`config.mk`:
```
export PLATFORM = sky130hd
export DESIGN_NAME = cpu_bus_controller
export DESIGN_NICKNAME = d
export VERILOG_FILES = /design/src/rtl/cpu_bus_controller.sv
export SDC_FILE = /design/constraint.sdc
export NUM_CORES = 1
export LEC_CHECK = 0
export BUFFER_PORTS_ARGS = -buffer_cell sky130_fd_sc_hd__buf_2
export CAP_MARGIN = 15
export CORE_MARGIN = 3
export CORE_UTILIZATION = 39
export CTS_CLUSTER_DIAMETER = 80
export DETAILED_ROUTE_END_ITERATION = 10
export SYNTH_ARGS = -nofsm -noshare
export SYNTH_HDL_FRONTEND = slang
export SYNTH_SLANG_ARGS = --single-unit
```
`constraint.sdc`:
```
create_clock -name i_clock -period 3.1 [get_ports i_clock]
set_input_delay 0.31 -clock i_clock [delete_from_list [all_inputs] [get_ports i_clock]]
set_output_delay 0.31 -clock i_clock [all_outputs]
set_load 0.02 [all_outputs]
```
`src/rtl/cpu_bus_controller.sv`:
```
// Word-bus slave for the RV32 multi-cycle CPU: routes each access to on-chip RAM, a handshaked
// peripheral port or unmapped space, and keeps a sticky record of the first bus error.
module cpu_bus_controller #(
    parameter int unsigned RAM_ADDR_WIDTH   = 16,
    parameter int unsigned RAM_READ_LATENCY = 1,
    parameter logic [3:0]  PERIPH_NIBBLE    = 4'h5,
    parameter int unsigned TIMEOUT          = 255,
    parameter logic [31:0] UNMAPPED_DATA    = 32'hDEADBEEF
) (
    input  logic                      i_clock,
    input  logic                      i_reset_n,
    input  logic                      i_cpu_rw,
    input  logic                      i_cpu_request,
    output logic                      o_cpu_ready,
    input  logic [31:0]               i_cpu_address,
    input  logic [31:0]               i_cpu_data,
    output logic [31:0]               o_cpu_data,
    output logic [RAM_ADDR_WIDTH-1:0] o_ram_address,
    output logic                      o_ram_we,
    output logic [31:0]               o_ram_wdata,
    input  logic [31:0]               i_ram_rdata,
    output logic                      o_per_request,
    output logic                      o_per_rw,
    output logic [27:0]               o_per_address,
    output logic [31:0]               o_per_wdata,
    input  logic                      i_per_ready,
    input  logic [31:0]               i_per_rdata,
    output logic                      o_bus_error,
    output logic [31:0]               o_error_address
);

    localparam logic [7:0] RamLatency  = 8'(RAM_READ_LATENCY);
    localparam logic [7:0] TimeoutLast = 8'(TIMEOUT - 1);

    typedef enum logic [1:0] {StIdle, StRamWait, StPerWait, StRespond} state_e;

    state_e                    r_state;
    state_e                    w_state_next;
    logic                      r_rw;
    logic                      r_is_ram;
    logic [31:0]               r_address;
    logic [7:0]                r_count;
    logic                      r_cpu_ready;
    logic [31:0]               r_cpu_data;
    logic [RAM_ADDR_WIDTH-1:0] r_ram_address;
    logic                      r_ram_we;
    logic [31:0]               r_ram_wdata;
    logic                      r_per_request;
    logic                      r_per_rw;
    logic [27:0]               r_per_address;
    logic [31:0]               r_per_wdata;
    logic                      r_bus_error;
    logic [31:0]               r_error_address;

    logic w_is_ram;
    logic w_is_per;
    logic w_ram_done;
    logic w_timeout;
    logic w_record_error;

    assign w_is_ram = (i_cpu_address >> (RAM_ADDR_WIDTH + 2)) == 32'd0;
    assign w_is_per = !w_is_ram && (i_cpu_address[31:28] == PERIPH_NIBBLE);

    // RAM_WAIT also carries unmapped accesses, which complete one edge after acceptance.
    assign w_ram_done     = !r_is_ram || r_rw || (r_count == RamLatency);
    assign w_timeout      = !i_per_ready && (r_count == TimeoutLast);
    assign w_record_error = ((r_state == StRamWait) && !r_is_ram) ||
                            ((r_state == StPerWait) && w_timeout);

    always_ff @(posedge i_clock or negedge i_reset_n) begin
        if (!i_reset_n) begin
            r_state <= StIdle;
        end else begin
            r_state <= w_state_next;
        end
    end

    always_comb begin
        w_state_next = r_state;
        unique case (r_state)
            StIdle: begin
                if (i_cpu_request) begin
                    w_state_next = w_is_per ? StPerWait : StRamWait;
                end
            end
            StRamWait: begin
                if (w_ram_done) begin
                    w_state_next = StRespond;
                end
            end
            StPerWait: begin
                if (i_per_ready || w_timeout) begin
                    w_state_next = StRespond;
                end
            end
            StRespond: begin
                if (!i_cpu_request) begin
                    w_state_next = StIdle;
                end
            end
            default: w_state_next = StIdle;
        endcase
    end

    always_ff @(posedge i_clock or negedge i_reset_n) begin
        if (!i_reset_n) begin
            r_rw            <= 1'b0;
            r_is_ram        <= 1'b0;
            r_address       <= '0;
            r_count         <= '0;
            r_cpu_ready     <= 1'b0;
            r_cpu_data      <= '0;
            r_ram_address   <= '0;
            r_ram_we        <= 1'b0;
            r_ram_wdata     <= '0;
            r_per_request   <= 1'b0;
            r_per_rw        <= 1'b0;
            r_per_address   <= '0;
            r_per_wdata     <= '0;
            r_bus_error     <= 1'b0;
            r_error_address <= '0;
        end else begin
            r_ram_we <= 1'b0;
            unique case (r_state)
                StIdle: begin
                    if (i_cpu_request) begin
                        r_rw      <= i_cpu_rw;
                        r_is_ram  <= w_is_ram;
                        r_address <= i_cpu_address;
                        r_count   <= '0;
                        if (w_is_ram) begin
                            r_ram_address <= i_cpu_address[RAM_ADDR_WIDTH+1:2];
                            if (i_cpu_rw) begin
                                r_ram_we    <= 1'b1;
                                r_ram_wdata <= i_cpu_data;
                            end
                        end else if (w_is_per) begin
                            r_per_request <= 1'b1;
                            r_per_rw      <= i_cpu_rw;
                            r_per_address <= i_cpu_address[27:0];
                            r_per_wdata   <= i_cpu_data;
                        end
                    end
                end
                StRamWait: begin
                    r_count <= r_count + 8'd1;
                    if (w_ram_done) begin
                        r_cpu_ready <= 1'b1;
                        if (r_rw) begin
                            r_cpu_data <= '0;
                        end else if (r_is_ram) begin
                            r_cpu_data <= i_ram_rdata;
                        end else begin
                            r_cpu_data <= UNMAPPED_DATA;
                        end
                    end
                end
                StPerWait: begin
                    if (i_per_ready || w_timeout) begin
                        r_per_request <= 1'b0;
                        r_cpu_ready   <= 1'b1;
                        r_cpu_data    <= (i_per_ready && !r_rw) ? i_per_rdata : 32'd0;
                    end else begin
                        r_count <= r_count + 8'd1;
                    end
                end
                StRespond: begin
                    if (!i_cpu_request) begin
                        r_cpu_ready <= 1'b0;
                    end
                end
            endcase
            // Only the first error since reset is captured.
            if (w_record_error) begin
                r_bus_error <= 1'b1;
                if (!r_bus_error) begin
                    r_error_address <= r_address;
                end
            end
        end
    end

    assign o_cpu_ready     = r_cpu_ready;
    assign o_cpu_data      = r_cpu_data;
    assign o_ram_address   = r_ram_address;
    assign o_ram_we        = r_ram_we;
    assign o_ram_wdata     = r_ram_wdata;
    assign o_per_request   = r_per_request;
    assign o_per_rw        = r_per_rw;
    assign o_per_address   = r_per_address;
    assign o_per_wdata     = r_per_wdata;
    assign o_bus_error     = r_bus_error;
    assign o_error_address = r_error_address;

endmodule
```
---- After elaboration in Yosys (flattened, before gate mapping) ----
Cells that the tools add are included.
Widths: inputs -> output; s select.
storage, ports and cells
  bits in registers ....................... 221
  input bits .............................. 133
  output and inout bits ................... 177
operators by class
  add/subtract/negate cells ............... 1
  equality and inequality tests ........... 13
  muxes and demuxes ....................... 28
  bitwise operators ....................... 2
  reduce and logical (&&, ||, !) cells .... 29
operators by type and width
  kind                 number
  $mux 32              5
  $pmux 32 s2          1
  $logic_not 32->1     1
  $pmux 8 s3           1
  $mux 8               2
  $reduce_and 4->1     4
  $ne 2x2->1 const B   6
  $mux 1               11
  $mux 2               5
  $reduce_and 3->1     3
  $add 8x1->8 const B  1
  $eq 8x1->1 const B   1
  $eq 8x8->1 const B   1
  $pmux 2 s4           1
  $reduce_bool 3->1    2
  $logic_and 1x1->1    5
  $reduce_and 5->1     1
  $eq 2x2->1 const B   2
  $eq 4x3->1 const B   1
  $logic_not 1->1      4
  $logic_or 1x1->1     4
  $reduce_and 2->1     2
  $reduce_bool 2->1    2
  $pmux 1 s3           1
  5 further kinds      6

---- Logic depth before layout (Yosys ltp) ----
Gate-level depths: netlist of run 1.
  depth in word-level cells ............... 7
  depth in mapped cells ................... 9
  depth with buffers taken out ............ 7

---- Worst setup path after synthesis of run 1 ----
Ideal clock, no wire load.
  path type ............................... register -> register
  start point ............................. reg r_state[0]
  end point ............................... reg r_state[1]
  library setup time ...................... 0.125 ns
  arrival ................................. 2.047 ns
  required time ........................... 2.975 ns
  setup slack ............................. 0.928 ns
  stages on the path, launching flop included .. 9
  path buffers ............................ 1
  clock period less this slack ............ 2.172 ns
  cells stage by stage .................... dfrtp_1 -> inv_1 -> ha_1 -> clkbuf_1 -> nor2b_1 -> a21boi_1 -> or2_2 -> a211oi_1 -> mux2_2
on the way
  cells in the longest elaborated chain, start to end .. 3
  elaborated cells on any way between the ends .. 10
  classes of those cells .................. eq/ne (7); mux (1); reduce/logical (2)
RTL lines
  element                                                           line  source
  start: declaration                                                37    state_e r_state;
  start signal: assignment                                          72    r_state <= StIdle;
  start signal: assignment                                          74    r_state <= w_state_next;
  $eq 2x2->1 (tied with other cells)                                80    unique case (r_state)
  $ne 2x1->1 (no source line) / $ne 2x2->1 (equally long branches)  n/a
  $reduce_and 4->1 (no source line)                                 n/a
Parallel ways exist; a longest one is shown, timed or not.
A chain may end at the register's enable or synchronous reset.

---- Worst setup path after layout of run 1 ----
Ends and elaborated chain as after synthesis.

==> results of run 1 <==
-- power breakdown --
group,switching (mW),total [mW],internal (mW)
combinational,2.14,3.53,1.39
clock,1.12,2.76,1.64
sequential,0.475,4.25,3.78
total,3.74,10.5,6.80
-- logic make-up after synthesis --
kind of cell | synth area share
simple gates | 0.0601
buf+inv | 0.0208
compound gates | 0.0580
fa+ha+maj | 0.0125
mux | 0.235
flops | 0.613
-- sequential cells by signal, indices dropped and copies added (netlist names) --
signal           count
o_cpu_data          32
o_error_address     32
o_per_wdata         32
o_ram_wdata         32
r_address           32
o_per_address       28
o_ram_address       16
r_count              8
r_state              2
o_bus_error          1
o_cpu_ready          1
o_per_request        1
o_per_rw             1
o_ram_we             1
r_is_ram             1
r_rw                 1
-- cell usage in the layout (no fill, tap or decap), types with 10 or more instances in the layout --
master	count
a21oi_1	10
a31oi_1	24
buf_2	308
buf_4	11
clkbuf_16	24
dfrtp_1	221
mux2_2	140
mux2_4	35
nand2_1	42
nor2_1	35
o21ai_0	30
-- worst min-delay path by stage --
stage	startpoint	to	slack, ps	cells past startpoint
CTS	i_cpu_data[26]	o_ram_wdata[26]$_DFFE_PN0P_	6	2
global route	i_cpu_data[15]	o_ram_wdata[15]$_DFFE_PN0P_	10	2
detailed placement	i_reset_n	o_cpu_data[18]$_DFFE_PN0P_	380	1
finish	i_cpu_data[28]	o_ram_wdata[28]$_DFFE_PN0P_	40	2
floorplan	i_reset_n	o_bus_error$_DFFE_PN0P_	10	0
global placement	i_reset_n	o_per_wdata[16]$_DFFE_PN0P_	380	1
-- final cells by class --
type | count | area share
tap | 285 | 0.0304
sequential | 221 | 0.472
clock buffer | 34 | 0.0596
multi-input combinational | 383 | 0.284
timing repair buffer | 324 | 0.146
inverter | 9 | 0.00288
clock inverter | 5 | 0.00544
-- worst max-delay path, cell delays in order, from the launching register on --
cell and delay [ps]:
dfrtp_1 400, inv_1 120, ha_1 310, nor2b_1 180, a21boi_1 150, or2_2 340
a211oi_1 360, mux2_2 380
-- metrics by stage --
stage               cell area, µm²  setup WS [ps]   util
CTS                          11700            704  0.516
floorplan                     9020            928      -
global placement             11000            764  0.482
detailed placement           11000            718  0.482
global route                 11700            603  0.516
finish                       11700            743  0.516
-- per-layer routing --
layer	vias to the layer above	global-route usage
met4	2	0.0528
met5	-	0
li1	2918	-
met3	45	0.0536
met1	3079	0.232
met2	243	0.301
-- what timing repair did --
action,4_1_cts,5_1_grt
endpoints found under the hold margin,88,0
hold buffers,1,0
gates resized for setup,0,0
==> impl_metrics.csv, run 1 <==
group,metric,value,unit
cts,h-tree-depth,1,
cts,cts_tree,"done",
cts,cts_sinks,221,
grt,grt_pass1_wl,35900,µm
sta,final.min_clock_period,2360,ps
sta,max_clock_freq,0.424,GHz
floorplanning,rows,55,
synthesis,synth-edff-count,0,
routing,via_per_inst,4.99,
synthesis,yosysMostFrequentCell,"dfrtp_1",
pwr,power_density,899,nW/µm²
grt,grt_max_degree,93,
critical_path,crit_required,3490,ps
routing,met3_length,2040,µm
placed_design,dp.cells,1221,
routing,wirelength,23800,µm
cts,clk_pin_slew,60,ps
synthesis,synth_cell_types,40,
floorplanning,die_w,158,µm
critical_path,crit_path_max_fanout,8,
layout,fin_cells,1261,
sta,hold_slack,35.4,ps
cts,clock_latency,520,ps
job,maxCapViolations,0,
synthesis,synthTopCellsByCount,"dfrtp_1, mux2_2, nand2_1",
sta,finalCritPeriodShare,0.760,
sta,report.final.slew_viol_count,0,
synthesis,syn_area_per_cell,14.0,µm²
layout,finalNetCount,1105,
synthesis,synth.largest_area_cell,"dfrtp_1",
critical_path,cp.arrival,2750,ps
floorplanning,start_util,0.397,
sta,hold_violations,0,
critical_path,critPathLaunchType,"flop",
grt,grt-ovfl-total,0,
critical_path,startpoint,"r_state[0]$_DFFE_PN0P_",
synthesis,synthFlopType,"dfrtp_1",
routing,via_count,6287,
critical_path,end_kind,"flop",
synthesis,ys_top_cells_by_area,"dfrtp_1, mux2_2, mux2_4, nand2_1, a31oi_1",
critical_path,r2r_cells,7,
critical_path,r2r_slack,740,ps
synthesis,synth_fp_nets,787,
placed_design,gp_congestion,0.801,
sta,rsz0062_at_grt,"false",
sta,tns,0,ps
layout,nFillCells,1975,
synthesis,synthArstFlopShare,1.00,
critical_path,rr_startpoint,"r_state[0]$_DFFE_PN0P_",
cts,clockBufferDepth,3,
synthesis,synthCells,645,
routing,drtPass1Iterations,4,
layout,multiInputGateArea,3330,µm²
routing,wl_per_cell,18.8,µm
placed_design,dp_hpwl,17100,µm
sta,setup_viol,0,
synthesis,ys_ff_latch,221,
routing,top_layer_used,"met5",
critical_path,rr_endpoint,"r_state[1]$_DFFE_PN0P_",
layout,ff_latch_area,5530,µm²
floorplanning,num_io_pins,310,
routing,drc_errors,0,
routing,wirelength_met1,9830,µm
grt,grt_util_all_layers,0.181,
critical_path,criticalPathCategory,"flop to flop",
layout,drive_gt1_frac,0.558,
synthesis,synthesis.area,9020,µm²
routing,drtIter0Drc,392,
synthesis,synth_top_area_share,0.613,
synthesis,yosysSeqAreaShare,0.613,
sta,worstMarginPinSlew,978,ps
grt,antenna_found_initial,1,
pwr,peakVddDrop,0.519,mV
cts,root_buffer,"clkbuf_16",
placed_design,port_buffers,309,
sta,fin_skew,14.9,ps
critical_path,worstSetupEndpoint,"r_state[1]$_DFFE_PN0P_",
outcome,status,"finished clean",
floorplanning,dieHeight,158,µm
routing,met2WireLength,11300,µm
cts,post_cts_buffers,0,
pwr,p_leak,6.23,nW
routing,ant_nets,0,
layout,syn_to_final_growth,30.0,%
pwr,finalPower,10.5,mW
cts,cts_made_buffers,24,
grt,grt_pass1_vias,6391,
floorplanning,design.core.area,22700,µm²
layout,n_antenna_cell,0,
worst_hold_path,min_path_type,"input port to flop",
synthesis,synth_warnings,0,
sta,slew_headroom,0.343,
floorplanning,die_area,25000,µm²
Note: power is estimated with default switching activity, not from simulation.
==> inputs of run 2 (changes only) <==
--- a/config.mk
+++ b/config.mk
@@ -11,6 +11,7 @@
 export CORE_UTILIZATION = 39
 export CTS_CLUSTER_DIAMETER = 80
 export DETAILED_ROUTE_END_ITERATION = 10
+export PLACE_DENSITY = 0.67
 export SYNTH_ARGS = -nofsm -noshare
 export SYNTH_HDL_FRONTEND = slang
 export SYNTH_SLANG_ARGS = --single-unit
==> constraint.sdc (replaced) <==
create_clock -name i_clock -period 2 [get_ports i_clock]
set_input_delay 0.2 -clock i_clock [delete_from_list [all_inputs] [get_ports i_clock]]
set_output_delay 0.2 -clock i_clock [all_outputs]
set_load 0.02 [all_outputs]
==> impl_metrics.csv, run 2 (synthesis results as in run 1) <==
group,metric,value,unit
critical_path,rr_endpoint,"o_ram_wdata[21]$_DFFE_PN0P_",
sta,max_clock_freq,0.505,GHz
sta,setup_ws,20.8,ps
floorplanning,start_util,0.397,
sta,finalCritPeriodShare,0.990,
critical_path,crit_path_max_fanout,8,
sta,hold_slack,14.4,ps
critical_path,critPathLaunchType,"flop",
critical_path,r2r_slack,20,ps
grt,grt.met3_usage,0.0560,
sta,hold_violations,0,
critical_path,cp.arrival,2380,ps
critical_path,crit_required,2400,ps
sta,fin_skew,22.7,ps
floorplanning,num_io_pins,310,
floorplanning,rows,55,
layout,syn_to_final_growth,48.4,%
grt,grt_use_met2,0.321,
sta,final.min_clock_period,1980,ps
critical_path,criticalPathCategory,"flop to flop",
critical_path,rr_startpoint,"r_state[1]$_DFFE_PN0P_",
layout,post-route-util,0.589,
grt,grt_pass1_wl,36900,µm
worst_hold_path,min_path_type,"input port to flop",
grt,grt_max_degree,67,
placed_design,place_ws,-58.7,ps
floorplanning,design.core.area,22700,µm²
routing,drc_errors,0,
cts,root_buffer,"clkbuf_16",
sta,worstMarginPinSlew,492,ps
floorplanning,die_w,158,µm
floorplanning,dieHeight,158,µm
routing,wl_per_cell,18.9,µm
grt,grt-ovfl-total,0,
routing,drtIter0Drc,429,
sta,slew_headroom,0.672,
critical_path,slowest_delay,450,ps
job,maxCapViolations,0,
cts,cts_tree,"done",
outcome,status,"finished clean",
critical_path,critPathBufInv,2,
grt,grt_util_all_layers,0.185,
layout,most-common-layout-cells,"buf_2, dfrtp_1, mux2_2",
grt,antenna_found_initial,1,
routing,drtPass1Iterations,7,
grt,grt_pass1_vias,7054,
cts,clock_latency,530,ps
critical_path,worstSetupEndpoint,"o_ram_wdata[21]$_DFFE_PN0P_",
layout,final_common_cell,"buf_2",
cts,clockBufferDepth,3,
critical_path,cpMaxStageDelayCell,"dfrtp_2",
pwr,p_leak,6.92,nW
cts,h-tree-depth,1,
pwr,power_density,1330,nW/µm²
cts,cts_made_buffers,25,
layout,finalNetCount,1232,
sta,setup_viol,0,
grt,gr-usage-met1,0.220,
sta,tns,0,ps
floorplanning,die_area,25000,µm²
routing,via_per_inst,5.07,
critical_path,cp.depth,7,
placed_design,gp_congestion,0.757,
grt,grt_busiest_layer,"met2",
routing,via_count,7053,
placed_design,dp.cells,1241,
layout,drive_gt1_frac,0.552,
sta,report.final.slew_viol_count,0,
layout,fin_cells,1392,
pwr,peakVddDrop,0.830,mV
critical_path,crit_family,"simple AND/OR/NAND/NOR gates",
sta,rsz0062_at_grt,"true",
placed_design,port_buffers,309,
critical_path,crit_chain,"inv_2 > ha_4 > nand2_4 > nor4_4 > nand4_4 > clkbuf_16 > mux2_4",
routing,wirelength,26300,µm
critical_path,end_kind,"flop",
critical_path,startpoint,"r_state[1]$_DFFE_PN0P_",
placed_design,dp_hpwl,16800,µm
critical_path,r2r_cells,7,
cts,clk_pin_slew,60,ps
cts,cts_sinks,221,
routing,ant_nets,0,
[run 2: cell count changes in the layout (fill, tap and decap cells not counted), moves of 5 or more]
cell,delta
a31oi_1,-5
mux2_4,+17
mux2_2,-17
nor2_1,-7
dlygate4sd3_1,+91
nor2_2,+7
buf_4,+19
buf_12,+6
clkbuf_16,+7
[run 2: routing by layer]
layer  vias up  routed length, µm  part of all wire
li1       3187                  -                 -
met1      3471              10300              0.39
met2       337              12900              0.49
met3        58               2360             0.090
met4         0                844             0.032
met5         -                  0                 0
[run 2: worst min path at each step]
| stage | startpoint | endpoint | slack, ps | cells past startpoint |
|---|---|---|---|---|
| floorplan | i_reset_n | o_bus_error$_DFFE_PN0P_ | -100 | 0 |
| global placement | i_reset_n | r_address[6]$_DFFE_PN0P_ | 180 | 1 |
| detailed placement | i_reset_n | r_address[6]$_DFFE_PN0P_ | 180 | 1 |
| CTS | i_ram_rdata[29] | o_cpu_data[29]$_DFFE_PN0P_ | 1 | 3 |
| global route | i_ram_rdata[4] | o_cpu_data[4]$_DFFE_PN0P_ | 20 | 3 |
| finish | i_ram_rdata[4] | o_cpu_data[4]$_DFFE_PN0P_ | 10 | 3 |
[run 2: worst reg2reg max path: cells and delay by family, from the launching register on]
kind / cells / cell delay (ps)
muxes: 1 / 300
and+or+nand+nor: 3 / 580
DFF: 1 / 450
buffers and inverters: 2 / 370
adders and majority gates: 1 / 150
[run 2: final cells by class]
class / instances / area [µm²]
clock inverters: 8 / 93.8
clock buffers: 35 / 693
well taps: 285 / 357
inverters: 9 / 33.8
flip-flops and latches: 221 / 5530
repair buffers: 450 / 3100
multi-input cells: 383 / 3570
diodes: 1 / 2.50
fillers: 1782 / 9330
[run 2: metrics by stage]
stage          instance area, µm²  total power [mW]
2_1_floorplan                9050              10.2
3_3_place_gp                11200              12.2
3_5_place_dp                11200              12.4
4_1_cts                     12900              17.2
5_1_grt                     13400              18.8
6_report                    13400              17.8
[run 2: repair_timing]
| action | in CTS | in global routing |
|---|---|---|
| pin swaps | 1 | 6 |
| endpoints found under the setup margin | 32 | 97 |
| buffers inserted | 2 | 4 |
| resized for setup | 2 | 54 |
| hold buffers | 92 | 0 |
| cloned | 1 | 8 |
| endpoints found under the hold margin | 226 | 0 |
[run 2: power by group]
part	internal, mW	switching (mW)
Clock	2.56	1.81
Sequential	5.86	0.764
Combinational	2.99	3.79
==> inputs of run 3 (changes only) <==
--- a/config.mk
+++ b/config.mk
@@ -8,10 +8,10 @@
 export BUFFER_PORTS_ARGS = -buffer_cell sky130_fd_sc_hd__buf_2
 export CAP_MARGIN = 15
 export CORE_MARGIN = 3
-export CORE_UTILIZATION = 39
+export CORE_UTILIZATION = 45
 export CTS_CLUSTER_DIAMETER = 80
 export DETAILED_ROUTE_END_ITERATION = 10
-export PLACE_DENSITY = 0.67
+export PLACE_DENSITY = 0.76
 export SYNTH_ARGS = -nofsm -noshare
 export SYNTH_HDL_FRONTEND = slang
 export SYNTH_SLANG_ARGS = --single-unit
==> impl_metrics.csv, run 3 (synthesis results as in run 1) <==
group,metric,value,unit
outcome,status,"finished clean",
layout,most-common-layout-cells,"buf_2, dfrtp_1, mux2_2",
sta,rsz0062_at_grt,"true",
pwr,p_leak,6.90,nW
floorplanning,dieHeight,148,µm
sta,worstMarginPinSlew,568,ps
grt,grt_util_all_layers,0.228,
critical_path,cp.arrival,2320,ps
floorplanning,die_w,148,µm
worst_hold_path,min_path_cells,2,
sta,final.min_clock_period,1940,ps
placed_design,dp_hpwl,16400,µm
pwr,power_density,1340,nW/µm²
pwr,peakVddDrop,0.972,mV
placed_design,dp.cells,1223,
grt,grt-ovfl-total,0,
critical_path,crit_required,2380,ps
cts,cts_made_buffers,24,
critical_path,slowest_delay,400,ps
floorplanning,rows,51,
critical_path,r2r_cells,10,
layout,syn_to_final_growth,46.7,%
layout,finalNetCount,1232,
critical_path,cpMaxStageDelayCell,"dfrtp_1",
critical_path,critPathBufInv,4,
sta,fin_skew,17.5,ps
critical_path,cp_common_cell,"buf_4",
sta,finalCritPeriodShare,0.969,
cts,h-tree-depth,1,
grt,grt_pass1_wl,40300,µm
worst_hold_path,min_path_type,"input port to flop",
critical_path,crit_chain,"buf_4 > ha_1 > nor4b_2 > a211oi_2 > buf_4 > nor3_4 > buf_6 > buf_12 > nor2_1 > a21oi_2",
routing,drc_errors,0,
critical_path,end_kind,"flop",
cts,clk_pin_slew,60,ps
routing,wirelength,26700,µm
layout,drive_gt1_frac,0.551,
cts,clock_latency,510,ps
routing,drtIter0Drc,277,
cts,cts_sinks,221,
critical_path,crit_path_max_fanout,32,
routing,wl_per_cell,19.4,µm
layout,nFillCells,1321,
floorplanning,num_io_pins,310,
critical_path,cp.depth,10,
grt,antenna_found_initial,1,
routing,via_per_inst,5.25,
critical_path,critPathLaunchType,"flop",
routing,via_count,7208,
routing,drtPass1Iterations,5,
critical_path,criticalPathCategory,"flop to flop",
placed_design,placed_area,11200,µm²
grt,grt_max_degree,75,
cts,root_buffer,"clkbuf_16",
pwr,finalPower,17.7,mW
layout,finalInstanceArea,13200,µm²
sta,tns,0,ps
critical_path,crit_family,"buffers and inverters",
layout,fin_cells,1374,
floorplanning,start_util,0.460,
layout,final_common_cell,"buf_2",
floorplanning,design.core.area,19600,µm²
sta,max_clock_freq,0.516,GHz
sta,report.final.slew_viol_count,0,
layout,post-route-util,0.675,
placed_design,gp_congestion,0.803,
sta,slew_headroom,0.622,
routing,ant_nets,0,
placed_design,port_buffers,309,
floorplanning,die_area,21800,µm²
job,maxCapViolations,0,
grt,grt_pass1_vias,7538,
sta,setup_viol,0,
cts,clockBufferDepth,3,
cts,cts_tree,"done",
sta,hold_violations,0,
[run 3: cell types whose count changed in the layout (fill, tap and decap cells not counted), moves of 2 or more]
cell,before,now
mux2_2,123,139
mux2_4,52,36
a31oi_2,1,7
clkbuf_16,31,27
a31oi_1,19,16
a31oi_4,4,1
buf_4,30,33
clkbuf_1,7,4
clkinv_2,2,5
nor2_2,8,5
clkinv_4,2,0
ha_1,5,7
inv_2,3,1
nor2_1,28,30
[run 3: final timing paths]
path	end	startpoint	slack [ps]
max in group asynchronous	o_cpu_data[0]$_DFFE_PN0P_	i_reset_n	1020
worst max-delay path	o_cpu_data[22]$_DFFE_PN0P_	r_count[0]$_DFFE_PN0P_	60
worst min register to register	o_cpu_ready$_DFFE_PN0P_	o_cpu_ready$_DFFE_PN0P_	500
worst max register to register	o_cpu_data[22]$_DFFE_PN0P_	r_count[0]$_DFFE_PN0P_	60
min in group asynchronous	o_ram_wdata[13]$_DFFE_PN0P_	i_reset_n	260
worst min-delay path	r_address[31]$_DFFE_PN0P_	i_cpu_address[31]	20
[run 3: final cells by class]
type                    instances  area, µm²  area share
diodes                          2       5.00    0.000378
clock buffers                  32        671      0.0507
clock inverters                11        128     0.00965
inverters                       9       36.3     0.00274
multi-input cells             383       3480       0.263
flip-flops and latches        221       5530       0.418
well taps                     265        332      0.0251
repair buffers                451       3050       0.230
[run 3: metrics by stage]
stage               hold slack, ps  worst slack (ps)
global placement               209              26.1
finish                        24.1              61.3
detailed placement             205             -35.1
floorplan                    -95.6              3.62
global route                  32.5             -36.4
CTS                           3.69              24.2
[run 3: power breakdown]
group          leakage [nW]  switching (mW)  internal, mW
combinational          3.64            3.83          2.88
sequential             2.86           0.749          5.86
clock                 0.390            1.78          2.63
total                  6.90            6.36          11.4
[run 3: worst reg2reg max path, stage by stage (launching register included)]
cell	delay [ps]
dfrtp_1	400
buf_4	140
ha_1	180
nor4b_2	160
a211oi_2	240
buf_4	160
nor3_4	30
buf_6	120
buf_12	150
nor2_1	180
a21oi_2	50
[run 3: layer usage]
layer / routed length (µm) / part of all wire / GRT usage / vias to the layer above
met3: 2230 / 0.084 / 0.0604 / 73
met2: 13100 / 0.49 / 0.390 / 361
met5: 0 / 0 / 0 / -
met4: 1160 / 0.043 / 0.0909 / 0
met1: 10100 / 0.38 / 0.276 / 3571
li1: - / - / - / 3203
[run 3: what timing repair did]
| action | in CTS | in global routing |
|---|---|---|
| gates resized for setup | 0 | 33 |
| pin swaps | 0 | 5 |
| buffers inserted | 1 | 6 |
| hold endpoints to repair | 232 | 0 |
| cloned | 0 | 6 |
| setup endpoints to repair | 1 | 89 |
| hold buffers | 94 | 0 |
